**src/rtl/rpn_pkg.sv**
```systemverilog
// Shared encodings for the RPN engine: stack commands, token fields,
// FSM states and error codes.
package rpn_pkg;

  typedef enum logic [1:0] {
    CMD_NOP  = 2'b00,
    CMD_CLR  = 2'b01,
    CMD_PUSH = 2'b10,
    CMD_POP  = 2'b11
  } stk_cmd_e;

  localparam logic [1:0] KIND_OPND  = 2'b00;
  localparam logic [1:0] KIND_OPER  = 2'b01;
  localparam logic [1:0] KIND_CLEAR = 2'b10;
  localparam logic [1:0] KIND_ILL   = 2'b11;

  localparam logic [2:0] OP_ADD = 3'b000;
  localparam logic [2:0] OP_SUB = 3'b001;
  localparam logic [2:0] OP_AND = 3'b010;
  localparam logic [2:0] OP_OR  = 3'b011;
  localparam logic [2:0] OP_XOR = 3'b100;
  localparam logic [2:0] OP_MUL = 3'b101;

  localparam logic [1:0] ERR_NONE = 2'b00;
  localparam logic [1:0] ERR_OVF  = 2'b01;
  localparam logic [1:0] ERR_UNF  = 2'b10;
  localparam logic [1:0] ERR_ILL  = 2'b11;

  typedef enum logic [3:0] {
    ST_INIT   = 4'd0,
    ST_IDLE   = 4'd1,
    ST_PUSH   = 4'd2,
    ST_CLEAR  = 4'd3,
    ST_POP_B  = 4'd4,
    ST_WT_B   = 4'd5,
    ST_CAP_B  = 4'd6,
    ST_POP_A  = 4'd7,
    ST_WT_A   = 4'd8,
    ST_CAP_A  = 4'd9,
    ST_PUSH_R = 4'd10
  } state_e;

  // Moore mapping from FSM state to the command presented to the stack.
  function automatic stk_cmd_e state_cmd(input state_e s);
    case (s)
      ST_INIT, ST_CLEAR:  return CMD_CLR;
      ST_PUSH, ST_PUSH_R: return CMD_PUSH;
      ST_POP_B, ST_POP_A: return CMD_POP;
      default:            return CMD_NOP;
    endcase
  endfunction

  function automatic logic op_legal(input logic [2:0] op);
    return (op <= OP_MUL);
  endfunction

endpackage

```
**src/rtl/rpn_if.sv**
```systemverilog
// Token channel from the expression producer into the RPN engine.
interface rpn_if;
  // A token transfers on a rising edge where tok_valid && tok_ready are both
  // high; the producer holds kind/op/val stable while tok_valid waits on ready.
  logic       tok_valid;
  logic       tok_ready;
  logic [1:0] tok_kind;
  logic [2:0] tok_op;
  logic [7:0] tok_val;

  modport master (output tok_valid, output tok_kind, output tok_op,
                  output tok_val, input tok_ready);
  modport slave  (input tok_valid, input tok_kind, input tok_op,
                  input tok_val, output tok_ready);
endinterface

```
**src/rtl/rpn_alu.sv**
```systemverilog
// Combinational 8-bit operator unit; a is the deeper stack entry.
module rpn_alu
  import rpn_pkg::*;
(
  input  logic [2:0] op_i,
  input  logic [7:0] a_i,
  input  logic [7:0] b_i,
  output logic [7:0] y_o
);

  always_comb begin
    y_o = 8'h00;
    case (op_i)
      OP_ADD:  y_o = a_i + b_i;
      OP_SUB:  y_o = a_i - b_i;
      OP_AND:  y_o = a_i & b_i;
      OP_OR:   y_o = a_i | b_i;
      OP_XOR:  y_o = a_i ^ b_i;
      OP_MUL:  y_o = a_i * b_i;
      default: y_o = 8'h00;
    endcase
  end

endmodule

```
**src/rtl/rpn_engine.sv**
```systemverilog
// Postfix expression engine driving an 8-deep hardware stack; tracks depth
// itself so overflowing pushes and underflowing pops never reach the stack.
module rpn_engine
  import rpn_pkg::*;
#(
  parameter int DEPTH = 8
) (
  input  logic       clk,
  input  logic       rst,
  rpn_if.slave       tok,
  output logic [1:0] stk_cmd,
  output logic [7:0] stk_din,
  input  logic [7:0] stk_dout,
  input  logic       stk_full,
  input  logic       stk_empty,
  input  logic       stk_error,
  output logic [3:0] depth,
  output logic [7:0] result,
  output logic       res_valid,
  output logic       err,
  output logic [1:0] err_code,
  output logic       stk_fault,
  output state_e     dbg_state
);

  localparam logic [3:0] DEPTH_L = 4'(DEPTH);

  state_e     state_q, state_d;
  stk_cmd_e   stk_cmd_q, stk_cmd_d;
  logic [7:0] stk_din_q, stk_din_d;
  logic [3:0] depth_q, depth_d;
  logic [7:0] result_q, result_d;
  logic       res_valid_q, res_valid_d;
  logic       err_q, err_d;
  logic [1:0] err_code_q, err_code_d;
  logic       fault_q, fault_d;
  logic [2:0] op_q, op_d;
  logic [7:0] b_q, b_d;
  logic [7:0] alu_y;
  logic       accept;

  // Depth is the authoritative occupancy; the stack's full/empty flags are
  // only meaningful to other observers of the stack.
  logic unused_flags;
  assign unused_flags = stk_full ^ stk_empty;

  assign accept        = tok.tok_valid && tok.tok_ready;
  assign tok.tok_ready = (state_q == ST_IDLE);

  // Operand a is whatever the second pop returns, consumed in CAP_A.
  rpn_alu u_alu (
    .op_i (op_q),
    .a_i  (stk_dout),
    .b_i  (b_q),
    .y_o  (alu_y)
  );

  always_comb begin
    state_d     = state_q;
    stk_din_d   = stk_din_q;
    depth_d     = depth_q;
    result_d    = result_q;
    res_valid_d = 1'b0;
    err_d       = 1'b0;
    err_code_d  = err_code_q;
    fault_d     = fault_q;
    op_d        = op_q;
    b_d         = b_q;
    case (state_q)
      ST_INIT: state_d = ST_IDLE;
      ST_IDLE: begin
        if (stk_error) fault_d = 1'b1;
        if (accept) begin
          case (tok.tok_kind)
            KIND_OPND: begin
              if (depth_q < DEPTH_L) begin
                state_d   = ST_PUSH;
                stk_din_d = tok.tok_val;
              end else begin
                err_d      = 1'b1;
                err_code_d = ERR_OVF;
              end
            end
            KIND_OPER: begin
              // An illegal opcode is reported even when the stack is short.
              if (!op_legal(tok.tok_op)) begin
                err_d      = 1'b1;
                err_code_d = ERR_ILL;
              end else if (depth_q < 4'd2) begin
                err_d      = 1'b1;
                err_code_d = ERR_UNF;
              end else begin
                state_d = ST_POP_B;
                op_d    = tok.tok_op;
              end
            end
            KIND_CLEAR: begin
              state_d = ST_CLEAR;
              depth_d = 4'd0;
              fault_d = 1'b0;
            end
            default: begin
              err_d      = 1'b1;
              err_code_d = ERR_ILL;
            end
          endcase
        end
      end
      ST_PUSH: begin
        depth_d = depth_q + 4'd1;
        state_d = ST_IDLE;
      end
      ST_CLEAR: state_d = ST_IDLE;
      ST_POP_B: state_d = ST_WT_B;
      ST_WT_B:  state_d = ST_CAP_B;
      ST_CAP_B: begin
        b_d     = stk_dout;
        state_d = ST_POP_A;
      end
      ST_POP_A: state_d = ST_WT_A;
      ST_WT_A:  state_d = ST_CAP_A;
      ST_CAP_A: begin
        stk_din_d = alu_y;
        state_d   = ST_PUSH_R;
      end
      ST_PUSH_R: begin
        result_d    = stk_din_q;
        res_valid_d = 1'b1;
        depth_d     = depth_q - 4'd1;
        state_d     = ST_IDLE;
      end
      default: state_d = ST_INIT;
    endcase
    stk_cmd_d = state_cmd(state_d);
  end

  always_ff @(posedge clk) begin
    if (rst) begin
      state_q     <= ST_INIT;
      stk_cmd_q   <= CMD_CLR;
      stk_din_q   <= 8'h00;
      depth_q     <= 4'd0;
      result_q    <= 8'h00;
      res_valid_q <= 1'b0;
      err_q       <= 1'b0;
      err_code_q  <= ERR_NONE;
      fault_q     <= 1'b0;
      op_q        <= OP_ADD;
      b_q         <= 8'h00;
    end else begin
      state_q     <= state_d;
      stk_cmd_q   <= stk_cmd_d;
      stk_din_q   <= stk_din_d;
      depth_q     <= depth_d;
      result_q    <= result_d;
      res_valid_q <= res_valid_d;
      err_q       <= err_d;
      err_code_q  <= err_code_d;
      fault_q     <= fault_d;
      op_q        <= op_d;
      b_q         <= b_d;
    end
  end

  assign stk_cmd   = stk_cmd_q;
  assign stk_din   = stk_din_q;
  assign depth     = depth_q;
  assign result    = result_q;
  assign res_valid = res_valid_q;
  assign err       = err_q;
  assign err_code  = err_code_q;
  assign stk_fault = fault_q;
  assign dbg_state = state_q;

endmodule

```
**src/flat_wrapper.sv**
```systemverilog
// flat-port wrapper written by rule: the top's interface ports become plain ports
module rpn_engine_flat import rpn_pkg::*;
#(
  parameter int DEPTH = 8
)
  (clk, rst, stk_cmd, stk_din, stk_dout, stk_full, stk_empty, stk_error, depth, result, res_valid, err, err_code, stk_fault, dbg_state, tok_tok_valid, tok_tok_kind, tok_tok_op, tok_tok_val, tok_tok_ready);
  rpn_if tok_i ();
  input  logic clk;
  input  logic rst;
  output logic [1:0] stk_cmd;
  output logic [7:0] stk_din;
  input  logic [7:0] stk_dout;
  input  logic stk_full;
  input  logic stk_empty;
  input  logic stk_error;
  output logic [3:0] depth;
  output logic [7:0] result;
  output logic res_valid;
  output logic err;
  output logic [1:0] err_code;
  output logic stk_fault;
  output state_e dbg_state;
  input wire logic [$bits(tok_i.tok_valid)-1:0] tok_tok_valid;
  input wire logic [$bits(tok_i.tok_kind)-1:0] tok_tok_kind;
  input wire logic [$bits(tok_i.tok_op)-1:0] tok_tok_op;
  input wire logic [$bits(tok_i.tok_val)-1:0] tok_tok_val;
  output wire logic [$bits(tok_i.tok_ready)-1:0] tok_tok_ready;
  assign tok_i.tok_valid = tok_tok_valid;
  assign tok_i.tok_kind = tok_tok_kind;
  assign tok_i.tok_op = tok_tok_op;
  assign tok_i.tok_val = tok_tok_val;
  assign tok_tok_ready = tok_i.tok_ready;
  rpn_engine #(.DEPTH(DEPTH)) u_core (.clk(clk), .rst(rst), .tok(tok_i), .stk_cmd(stk_cmd), .stk_din(stk_din), .stk_dout(stk_dout), .stk_full(stk_full), .stk_empty(stk_empty), .stk_error(stk_error), .depth(depth), .result(result), .res_valid(res_valid), .err(err), .err_code(err_code), .stk_fault(stk_fault), .dbg_state(dbg_state));
endmodule
```
**config.mk**
```make
export PLATFORM = sky130hd
export DESIGN_NAME = rpn_engine_flat
export DESIGN_NICKNAME = d
export VERILOG_FILES = /design/src/rtl/rpn_pkg.sv /design/src/rtl/rpn_if.sv /design/src/rtl/rpn_alu.sv /design/src/rtl/rpn_engine.sv /design/src/flat_wrapper.sv
export SDC_FILE = /design/constraint.sdc
export NUM_CORES = 1
export LEC_CHECK = 0
export ABC_AREA = 1
export CAP_MARGIN = 20
export CORE_ASPECT_RATIO = 0.5
export CORE_MARGIN = 2
export CORE_UTILIZATION = 35
export CTS_BUF_LIST = sky130_fd_sc_hd__clkbuf_4 sky130_fd_sc_hd__clkbuf_8
export DETAILED_ROUTE_END_ITERATION = 12
export SYNTH_ARGS = -nofsm -noshare
export SYNTH_HDL_FRONTEND = slang
export SYNTH_SLANG_ARGS = --single-unit
```
**constraint.sdc**
```tcl
create_clock -name clk -period 12.41 [get_ports clk]
set_input_delay 2.482 -clock clk [delete_from_list [all_inputs] [get_ports clk]]
set_output_delay 2.482 -clock clk [all_outputs]
set_load 0.01 [all_outputs]
```
==> metrics.txt, run 1 <==
most frequent cells in the layout=nand2_1, inv_1, clkdlybuf4s50_1; most frequent CP cell=inv_1; crit path time final=6.57 ns; CP arrival=6.77 ns; # nets final=685; Leak=2.28 nW; clk root buf=clkbuf_8; initial antenna violation count=0; placed instance count=735; routed via count=3577; startpoint types=input port; P_int=217 uW; I/O Buffers=56; max cap viols=0; number of vias per cell=4.81; CTS tree=built; clk sinks=42; highest clock rate=152 MHz; Slew Limit Fails=0; WL per Instance=13.3 um; #FFs+latches synth=42; worst setup path start=stk_dout[2]; Worst slew margin=0.434; post-CTS sizing=0; Die H=77.4 um; Final Instance Count excl. Fillers=743; 1st-iter DRT viols=171; Worst Skew=0.00898 ns; Post-CTS Setup Repair Bufs=0; share of cells above drive strength 1=0.0547; Antenna diodes=0; final worst-path cycle share=0.530; Gate power share=0.140; DIE WIDTH=151 um; CP bufs+invs=5; worst hold path type=flop to flop; Setup CP Type=input port to flop; TritonCTS buffer count=5; Post-Synth XOR/XNOR Area=0.0302; worst r2r src=u_core.b_q[2]; worst-margin pin slew=0.848 ns; DRC violations left=0; largest family of logic cells by synthesized area=simple AND/OR/NAND/NOR gates; clock transition at the registers of the reported paths=0.09 ns; final wirelength=9890 um; largest net degree at the start of global routing=31; Final Hold Fails=0; outcome=finished, final reports clean; Fillers=1098; syn_nets=633; synthesized instance count=550; Sw Ratio=0.271; DR pass1 iterations=4; Synth Area in Compound Gates=0.173; average size of a mapped cell=6.85 um2; # rows=26; GPL Wtd Cong=0.819; peak ir drop on the vdd network=0.0506 mV; GRT Total Usage=0.180; Cell variety after synth=41; TNS Setup=0 ns; sequential area share after synthesis=0.223; P_sw=80.5 uW; CP endpoint kind=flop; simple-gate portion of the synthesized area=0.221; first-pass GRT wire length=16900 um; Cell Chain, Critical Path=clkdlybuf4s50_1 -> ha_1 -> inv_1 -> fa_1 -> inv_1 -> fa_1 -> ha_1 -> inv_1 -> fa_1 -> inv_1 -> ha_1 -> or2_2 -> nand3_1 -> o21ai_0 -> a221oi_1 -> o21ai_0 -> nand2_1 -> a21oi_1; Worst path slowest cell=clkdlybuf4s50_1; Finished Cell Area=4540 um2; Slowest Stage Delay on Critical Path=0.72 ns; area grow syn2layout=20.5%; Final setup violation count=0; Max Root-Sink Buffers=2; io pins=59; Die ar.=11700 um2; CP max FO=9; Starting Density=0.364; Seq pwr share=0.468; hpwl dp=7530 um; Min Hold Slack=0.488 ns; commonest non-fill, non-tap cell in the layout=nand2_1; number of global-route vias before repair=3412; Synth Area in Adders=0.214; ANT nets after route=0; multiplexer share of the synthesized area=0; synth warn=0; placed cell area=4430 um2; PD cells=65.5 nW/um2; RSZ-0062 raised after global routing=false; hold_sp=u_core.stk_fault; Worst-Skew Late Latency=0.31 ns; GRT overflow=0; H-Tree Depth=2; clock network power share=0.393; Core Area=10300 um2; Post-CTS Hold Buffers=0; Top delay family on crit path=adder cells; CP required=12.61 ns; synthesized area=3770 um2
==> path summary, 6_finish.rpt <==
path | to | cells after the start | slack, ns
max reg2reg | u_core.stk_din[5] | 17 | 8.09
max | u_core.stk_din[5] | 18 | 5.84
min | u_core.stk_fault | 2 | 0.49
min reg2reg | u_core.stk_fault | 2 | 0.49
==> per-layer routing <==
layer | vias to the layer above | part of all wire | GRT usage
li1 | 1844 | - | -
met5 | - | 0 | 0
met4 | 0 | 0.0094 | 0.0364
met3 | 8 | 0.047 | 0.0341
met1 | 1652 | 0.50 | 0.249
met2 | 73 | 0.44 | 0.292
==> synthesized netlist by cell type (all sizes together) <==
cell type	number	share of area
a211oi	2	0.0040
a21o	2	0.0040
a21oi	49	0.066
a221oi	4	0.0093
a22o	1	0.0023
a22oi	1	0.0020
a2bb2oi	1	0.0023
a31oi	2	0.0033
buf	8	0.019
clkbuf	4	0.0040
clkinv	5	0.0050
dfxtp	42	0.22
fa	14	0.074
ha	42	0.14
inv	112	0.11
nand2	123	0.13
nand3	19	0.027
nand3b	2	0.0040
nand4	1	0.0017
nor2	40	0.041
nor3	9	0.016
o2111ai	2	0.0046
o211ai	4	0.0080
o21ai	43	0.058
o221ai	2	0.0046
o31ai	2	0.0040
or2	1	0.0017
xnor2	4	0.0093
xor2	9	0.021
==> kinds of logic after synthesis <==
logic type	count (synthesis)
and+or+nand+nor	195
buffers and inverters	129
AOI/OAI and AO/OA	115
adders and majority gates	56
DFF	42
xor gates and xnor gates	13
==> power groups by stage <==
stage          registers, mW  logic, mW  clock network (mW)
2_1_floorplan          0.143     0.0191                   0
3_3_place_gp           0.142     0.0413                   0
6_report               0.139     0.0415               0.117
5_1_grt                0.140     0.0463               0.125
4_1_cts                0.139     0.0418               0.119
3_5_place_dp           0.142     0.0416                   0
==> registers in the layout, indices dropped and copies added, names as in the netlist <==
register,count
u_core.err,1
u_core.stk_fault,1
u_core.stk_cmd,2
u_core.dbg_state,4
u_core.op_q,3
u_core.err_code,2
u_core.res_valid,1
u_core.result,8
u_core.depth,4
u_core.stk_din,8
u_core.b_q,8
==> stage by stage <==
step	util	setup WS [ns]	power (mW)
floorplan	-	6.70	0.162
global placement	0.428	5.51	0.184
detailed placement	0.428	5.53	0.184
CTS	0.439	5.85	0.300
global route	0.439	5.57	0.311
finish	0.439	5.84	0.297
==> layout make-up <==
class                   count  area, um2  share of cell area
clock buffers               5       68.8              0.0152
clock inverters             3       43.8             0.00965
inverters                 117        439              0.0967
multi-input cells         379       2400               0.529
flip-flops and latches     42        841               0.185
well taps                 140        175              0.0386
repair buffers             57        568               0.125
==> tightest hold or removal path: cells and delay by family (launching register included) <==
| kind | cells | cell delay, ns |
|---|---|---|
| compound gates | 1 | 0.06 |
| flops | 1 | 0.33 |
| simple gates | 1 | 0.06 |
(Power assumes the default switching activity.)
==> run 2, diff against run 1 <==
- clock period: 12.41 -> 6.8 ns (I/O delays scaled with it)
==> run 2 against run 1 <==
  * Wire length fell by 0.31%
  * Worst setup slack got worse by 4.5 ns
  * Global-route usage up 0.10 points
  * Largest cell class unchanged
  * First-iteration DRC count did not move
  * Critical path type unchanged
  * Highest routed layer unchanged
  * Register-to-register slack lost 5.6 ns
  * Die area is the same
  * Clock-buffer cell count is the same
==> metrics.txt, run 2 (synthesis gave the netlist of run 1 again) <==
outcome=finished, final reports clean (unchanged); Final Hold Fails=0 (unchanged); CP endpoint kind=flop (unchanged); PD cells=112 nW/um2 (was 65.5 nW/um2); ANT nets after route=0 (unchanged); Final Instance Count excl. Fillers=743 (unchanged); Post-CTS Setup Repair Bufs=0 (unchanged); Post-CTS Hold Buffers=0 (unchanged); commonest non-fill, non-tap cell in the layout=nand2_1 (unchanged); CP bufs+invs=5 (unchanged); hpwl dp=7560 um (was 7530 um); Core Area=10300 um2 (unchanged); highest clock rate=184 MHz; DR pass1 iterations=4 (unchanged); H-Tree Depth=2 (unchanged); number of global-route vias before repair=3483 (was 3412); share of cells above drive strength 1=0.0547 (unchanged); peak ir drop on the vdd network=0.0710 mV (was 0.0506 mV); Die ar.=11700 um2 (unchanged); number of vias per cell=4.79 (was 4.81); most frequent cells in the layout=nand2_1, inv_1, clkdlybuf4s50_1 (unchanged); I/O Buffers=56 (unchanged); final wirelength=9860 um (was 9890 um); Worst-Skew Late Latency=0.31 ns (about the same); CP required=7.05 ns (was 12.61 ns); worst-margin pin slew=0.967 ns (was 0.848 ns); Worst Skew=0.00652 ns (was 0.00898 ns); Antenna diodes=0 (unchanged); Starting Density=0.364 (unchanged); Final setup violation count=0 (unchanged); # rows=26 (unchanged); worst hold path type=flop to flop (unchanged); final worst-path cycle share=0.800; TNS Setup=0 ns (unchanged); post-CTS sizing=0 (unchanged); io pins=59 (unchanged); # nets final=685 (unchanged); Max Root-Sink Buffers=2 (unchanged); 1st-iter DRT viols=171 (unchanged); GRT overflow=0 (unchanged); initial antenna violation count=0 (unchanged); placed cell area=4430 um2 (unchanged); area grow syn2layout=19.9% (was 20.5%); RSZ-0062 raised after global routing=false (unchanged); Finished Cell Area=4520 um2 (was 4540 um2); WL per Instance=13.3 um (about the same); Setup CP Type=input port to flop (unchanged); Die H=77.4 um (unchanged); Worst path slowest cell=clkdlybuf4s50_1 (unchanged); GRT Total Usage=0.181 (was 0.180); max cap viols=0 (unchanged); Worst slew margin=0.353 (was 0.434); TritonCTS buffer count=5 (unchanged); DRC violations left=0 (unchanged); clock transition at the registers of the reported paths=0.09 ns (about the same); Top delay family on crit path=adder cells (unchanged); Leak=2.27 nW (was 2.28 nW); routed via count=3562 (was 3577); clk root buf=clkbuf_8 (unchanged); Slowest Stage Delay on Critical Path=0.77 ns (was 0.72 ns); Cell Chain, Critical Path=clkdlybuf4s50_1 -> nand2_1 -> fa_1 -> fa_1 -> inv_1 -> fa_1 -> inv_1 -> fa_1 -> inv_1 -> ha_1 -> a21o_1 -> a31oi_1 -> inv_1 -> nand3_1 -> nand3_1 -> nand2_1 -> nand2_1 -> a21oi_2 (was clkdlybuf4s50_1 -> ha_1 -> inv_1 -> fa_1 -> inv_1 -> fa_1 -> ha_1 -> inv_1 -> fa_1 -> inv_1 -> ha_1 -> or2_2 -> nand3_1 -> o21ai_0 -> a221oi_1 -> o21ai_0 -> nand2_1 -> a21oi_1); crit path time final=5.44 ns; largest net degree at the start of global routing=31 (unchanged); placed instance count=735 (unchanged); clk sinks=42 (unchanged); DIE WIDTH=151 um (unchanged); first-pass GRT wire length=17000 um (was 16900 um); CTS tree=built (unchanged); CP max FO=9 (unchanged); Slew Limit Fails=0 (unchanged); GPL Wtd Cong=0.818 (was 0.819); startpoint types=input port (unchanged); CP arrival=5.69 ns (was 6.77 ns)
## run 2: cell types whose count changed in the layout (fill, tap and decap cells not counted)
cell	previous run	this run
inv_6	1	0
bufinv_16	1	0
clkinv_4	0	1
clkinvlp_4	0	1
## run 2: path summary, 6_finish.rpt
check                                       from           endpoint  slack (ns)  cells past startpoint
worst max-delay path                 stk_dout[1]  u_core.stk_din[7]        1.36                     18
worst min-delay path            u_core.stk_fault   u_core.stk_fault        0.49                      2
worst max register to register     u_core.b_q[2]  u_core.stk_din[5]        2.49                     17
worst min register to register  u_core.stk_fault   u_core.stk_fault        0.49                      2
## run 2: tightest hold or removal path, cell delays in order (launching register included)
cell and delay [ns]:
dfxtp_1 0.33, nand2_1 0.06, a21oi_1 0.06
## run 2: final cells by class
type                    count  area, um2
fillers                  1109       5830
multi-input cells         379       2400
clock buffers               5       68.8
inverters                 117        439
well taps                 140        175
clock inverters             3       21.3
repair buffers             57        568
flip-flops and latches     42        841
## run 2: metal layers
metal | vias to the layer above | share of wire | global-route usage
li1 | 1848 | - | -
met3 | 11 | 0.041 | 0.0365
met1 | 1659 | 0.51 | 0.247
met4 | 0 | 0.012 | 0.0430
met5 | - | 0 | 0
met2 | 44 | 0.44 | 0.295
## run 2: metrics by stage
stage / setup WS, ns / hold WS (ns) / utilization / total power, mW
3_5_place_dp: 1.02 / 0.480 / 0.428 / 0.336
5_1_grt: 1.19 / 0.536 / 0.437 / 0.527
6_report: 1.36 / 0.492 / 0.437 / 0.505
3_3_place_gp: 1.06 / 0.478 / 0.428 / 0.335
4_1_cts: 1.34 / 0.497 / 0.437 / 0.509
2_1_floorplan: 2.21 / 0.489 / - / 0.296
## run 2: power breakdown
part           internal [mW]  switching [mW]  total [mW]
combinational         0.0355          0.0414      0.0769
sequential             0.250         0.00358       0.254
clock                 0.0724           0.102       0.174
==> run 3, diff against run 2 <==
- clock period: 6.8 -> 4.7 ns (I/O delays scaled with it)
==> run 3 against run 2 <==
  * Global-route usage about the same
  * Power is 47% higher
  * Highest routed layer unchanged
  * Cell count is 2.3% higher
  * Die area unchanged
  * Largest cell class unchanged
  * Cell area is 3.2% higher
  * Sequential power up 44%
  * Critical endpoint is now u_core.stk_din[5]
==> metrics.txt, run 3 (synthesis gave the netlist of run 1 again) <==
outcome=finished, final reports clean (unchanged); number of vias per cell=4.76 (was 4.79); FF+latch area=841 um2 (unchanged); 1st-iter DRT viols=144 (was 171); CP bufs+invs=5 (unchanged); CTS tree=built (unchanged); Slowest Stage Delay on Critical Path=0.54 ns (was 0.77 ns); worst hold path type=flop to flop (unchanged); startpoint types=input port (unchanged); CP arrival=4.69 ns (was 5.69 ns); Slew Limit Fails=0 (unchanged); GRT Total Usage=0.181 (about the same); max cap viols=0 (unchanged); Die H=77.4 um (unchanged); worst-margin pin slew=0.880 ns (was 0.967 ns); Starting Density=0.364 (unchanged); ANT nets after route=0 (unchanged); largest net degree at the start of global routing=31 (unchanged); most frequent cells in the layout=nand2_1, inv_1, clkdlybuf4s50_1 (unchanged); H-Tree Depth=2 (unchanged); peak ir drop on the vdd network=0.110 mV (was 0.0710 mV); Fillers=1090 (was 1109); first-pass GRT wire length=17100 um (was 17000 um); # rows=26 (unchanged); WL per Instance=13.1 um (was 13.3 um); Cell Chain, Critical Path=dlygate4sd2_1 -> ha_1 -> inv_1 -> fa_1 -> inv_1 -> fa_1 -> ha_1 -> inv_1 -> fa_1 -> inv_1 -> ha_1 -> or2_2 -> nand3_1 -> o21ai_0 -> a221oi_1 -> o21ai_1 -> nand2_1 -> a21oi_1 (was clkdlybuf4s50_1 -> nand2_1 -> fa_1 -> fa_1 -> inv_1 -> fa_1 -> inv_1 -> fa_1 -> inv_1 -> ha_1 -> a21o_1 -> a31oi_1 -> inv_1 -> nand3_1 -> nand3_1 -> nand2_1 -> nand2_1 -> a21oi_2); share of cells above drive strength 1=0.0839 (was 0.0547); routed via count=3614 (was 3562); CP max FO=5 (was 9); DIE WIDTH=151 um (unchanged); DR pass1 iterations=4 (unchanged); Core Area=10300 um2 (unchanged); initial antenna violation count=0 (unchanged); # nets final=702 (was 685); Worst-Skew Late Latency=0.32 ns (was 0.31 ns); RSZ-0062 raised after global routing=false (unchanged); highest clock rate=223 MHz; TritonCTS buffer count=5 (unchanged); crit path time final=4.48 ns; I/O Buffers=56 (unchanged); Max Root-Sink Buffers=2 (unchanged); area occupied by multi-input gates=2410 um2 (was 2400 um2); Worst Skew=0.00443 ns (was 0.00652 ns); Setup CP Type=input port to flop (unchanged); Worst slew margin=0.413 (was 0.353); CP endpoint kind=flop (unchanged); io pins=59 (unchanged); Leak=2.38 nW (was 2.27 nW); PD cells=159 nW/um2 (was 112 nW/um2); Antenna diodes=0 (unchanged); clk sinks=42 (unchanged); clock transition at the registers of the reported paths=0.09 ns (about the same); slack of the critical path=0.219 ns (was 1.36 ns); Final setup violation count=0 (unchanged); TNS Setup=0 ns (unchanged); hpwl dp=7780 um (was 7560 um); Top delay family on crit path=adder cells (unchanged); commonest non-fill, non-tap cell in the layout=nand2_1 (unchanged); Final Hold Fails=0 (unchanged); area grow syn2layout=23.7% (was 19.9%); CP required=4.91 ns (was 7.05 ns); GPL Wtd Cong=0.817 (was 0.818); Worst path slowest cell=fa_1 (was clkdlybuf4s50_1); GRT overflow=0 (unchanged); clk root buf=clkbuf_8 (unchanged); Die ar.=11700 um2 (unchanged); most frequent CP cell=inv_1; final worst-path cycle share=0.953; final wirelength=9970 um (was 9860 um); DRC violations left=0 (unchanged); pre-CTS WS=-0.378 ns (was 1.02 ns); number of global-route vias before repair=3488 (was 3483)
==> run 3: cell types whose count changed in the layout (fill, tap and decap cells not counted), sizes merged <==
cell,previous run,this run
clkinv,7,5
clkinvlp,1,2
inv,112,113
buf,1,18
dlygate4sd2,0,1
dlymetal6s2s,0,3
clkdlybuf4s50,56,52
==> run 3: area by class of cell <==
| type | instances | share of cell area |
|---|---|---|
| clock buffer | 5 | 0.0148 |
| inverter | 117 | 0.0942 |
| clock inverter | 3 | 0.00510 |
| timing repair buffer | 74 | 0.151 |
| multi-input combinational | 379 | 0.517 |
| sequential | 42 | 0.180 |
| tap | 140 | 0.0376 |
==> run 3: repair_timing <==
item                                    in CTS  in global routing
buffers inserted                             0                  0
endpoints found under the setup margin       2                  2
gates resized for setup                      1                  6
hold buffers                                 0                  0
==> run 3: report_power, final <==
| group | switching (mW) | total (mW) | internal (mW) |
|---|---|---|---|
| combinational | 0.0595 | 0.115 | 0.0556 |
| sequential | 0.00528 | 0.367 | 0.362 |
| clock | 0.153 | 0.260 | 0.107 |
==> run 3: worst paths after layout <==
check                                      start                end  slack (ns)  cells past startpoint
worst min register to register  u_core.stk_fault   u_core.stk_fault        0.49                      2
worst min-delay path            u_core.stk_fault   u_core.stk_fault        0.49                      2
worst max-delay path                 stk_dout[2]  u_core.stk_din[5]        0.22                     18
worst max register to register     u_core.b_q[3]  u_core.stk_din[7]        0.62                     18
==> run 3: metal layers <==
metal	global-route usage	wire (um)	vias up
li1	-	-	1886
met1	0.260	5200	1661
met2	0.281	4230	56
met3	0.0406	451	11
met4	0.0308	90	0
met5	0	0	-
==> run 3: tightest hold or removal path, cell delays in order, from the launching register on <==
cell and delay (ns):
dfxtp_1 0.33, nand2_1 0.06, a21oi_1 0.06
==> run 3: stage by stage <==
stage          instances  total power, mW   util  hold slack, ns  area, um2
3_3_place_gp         752            0.491  0.440           0.478       4550
3_5_place_dp         752            0.491  0.440           0.482       4550
6_report             760            0.742  0.451           0.490       4660
2_1_floorplan        550            0.428      -           0.489       3770
4_1_cts              760            0.747  0.449           0.497       4650
5_1_grt              760            0.780  0.451           0.513       4660
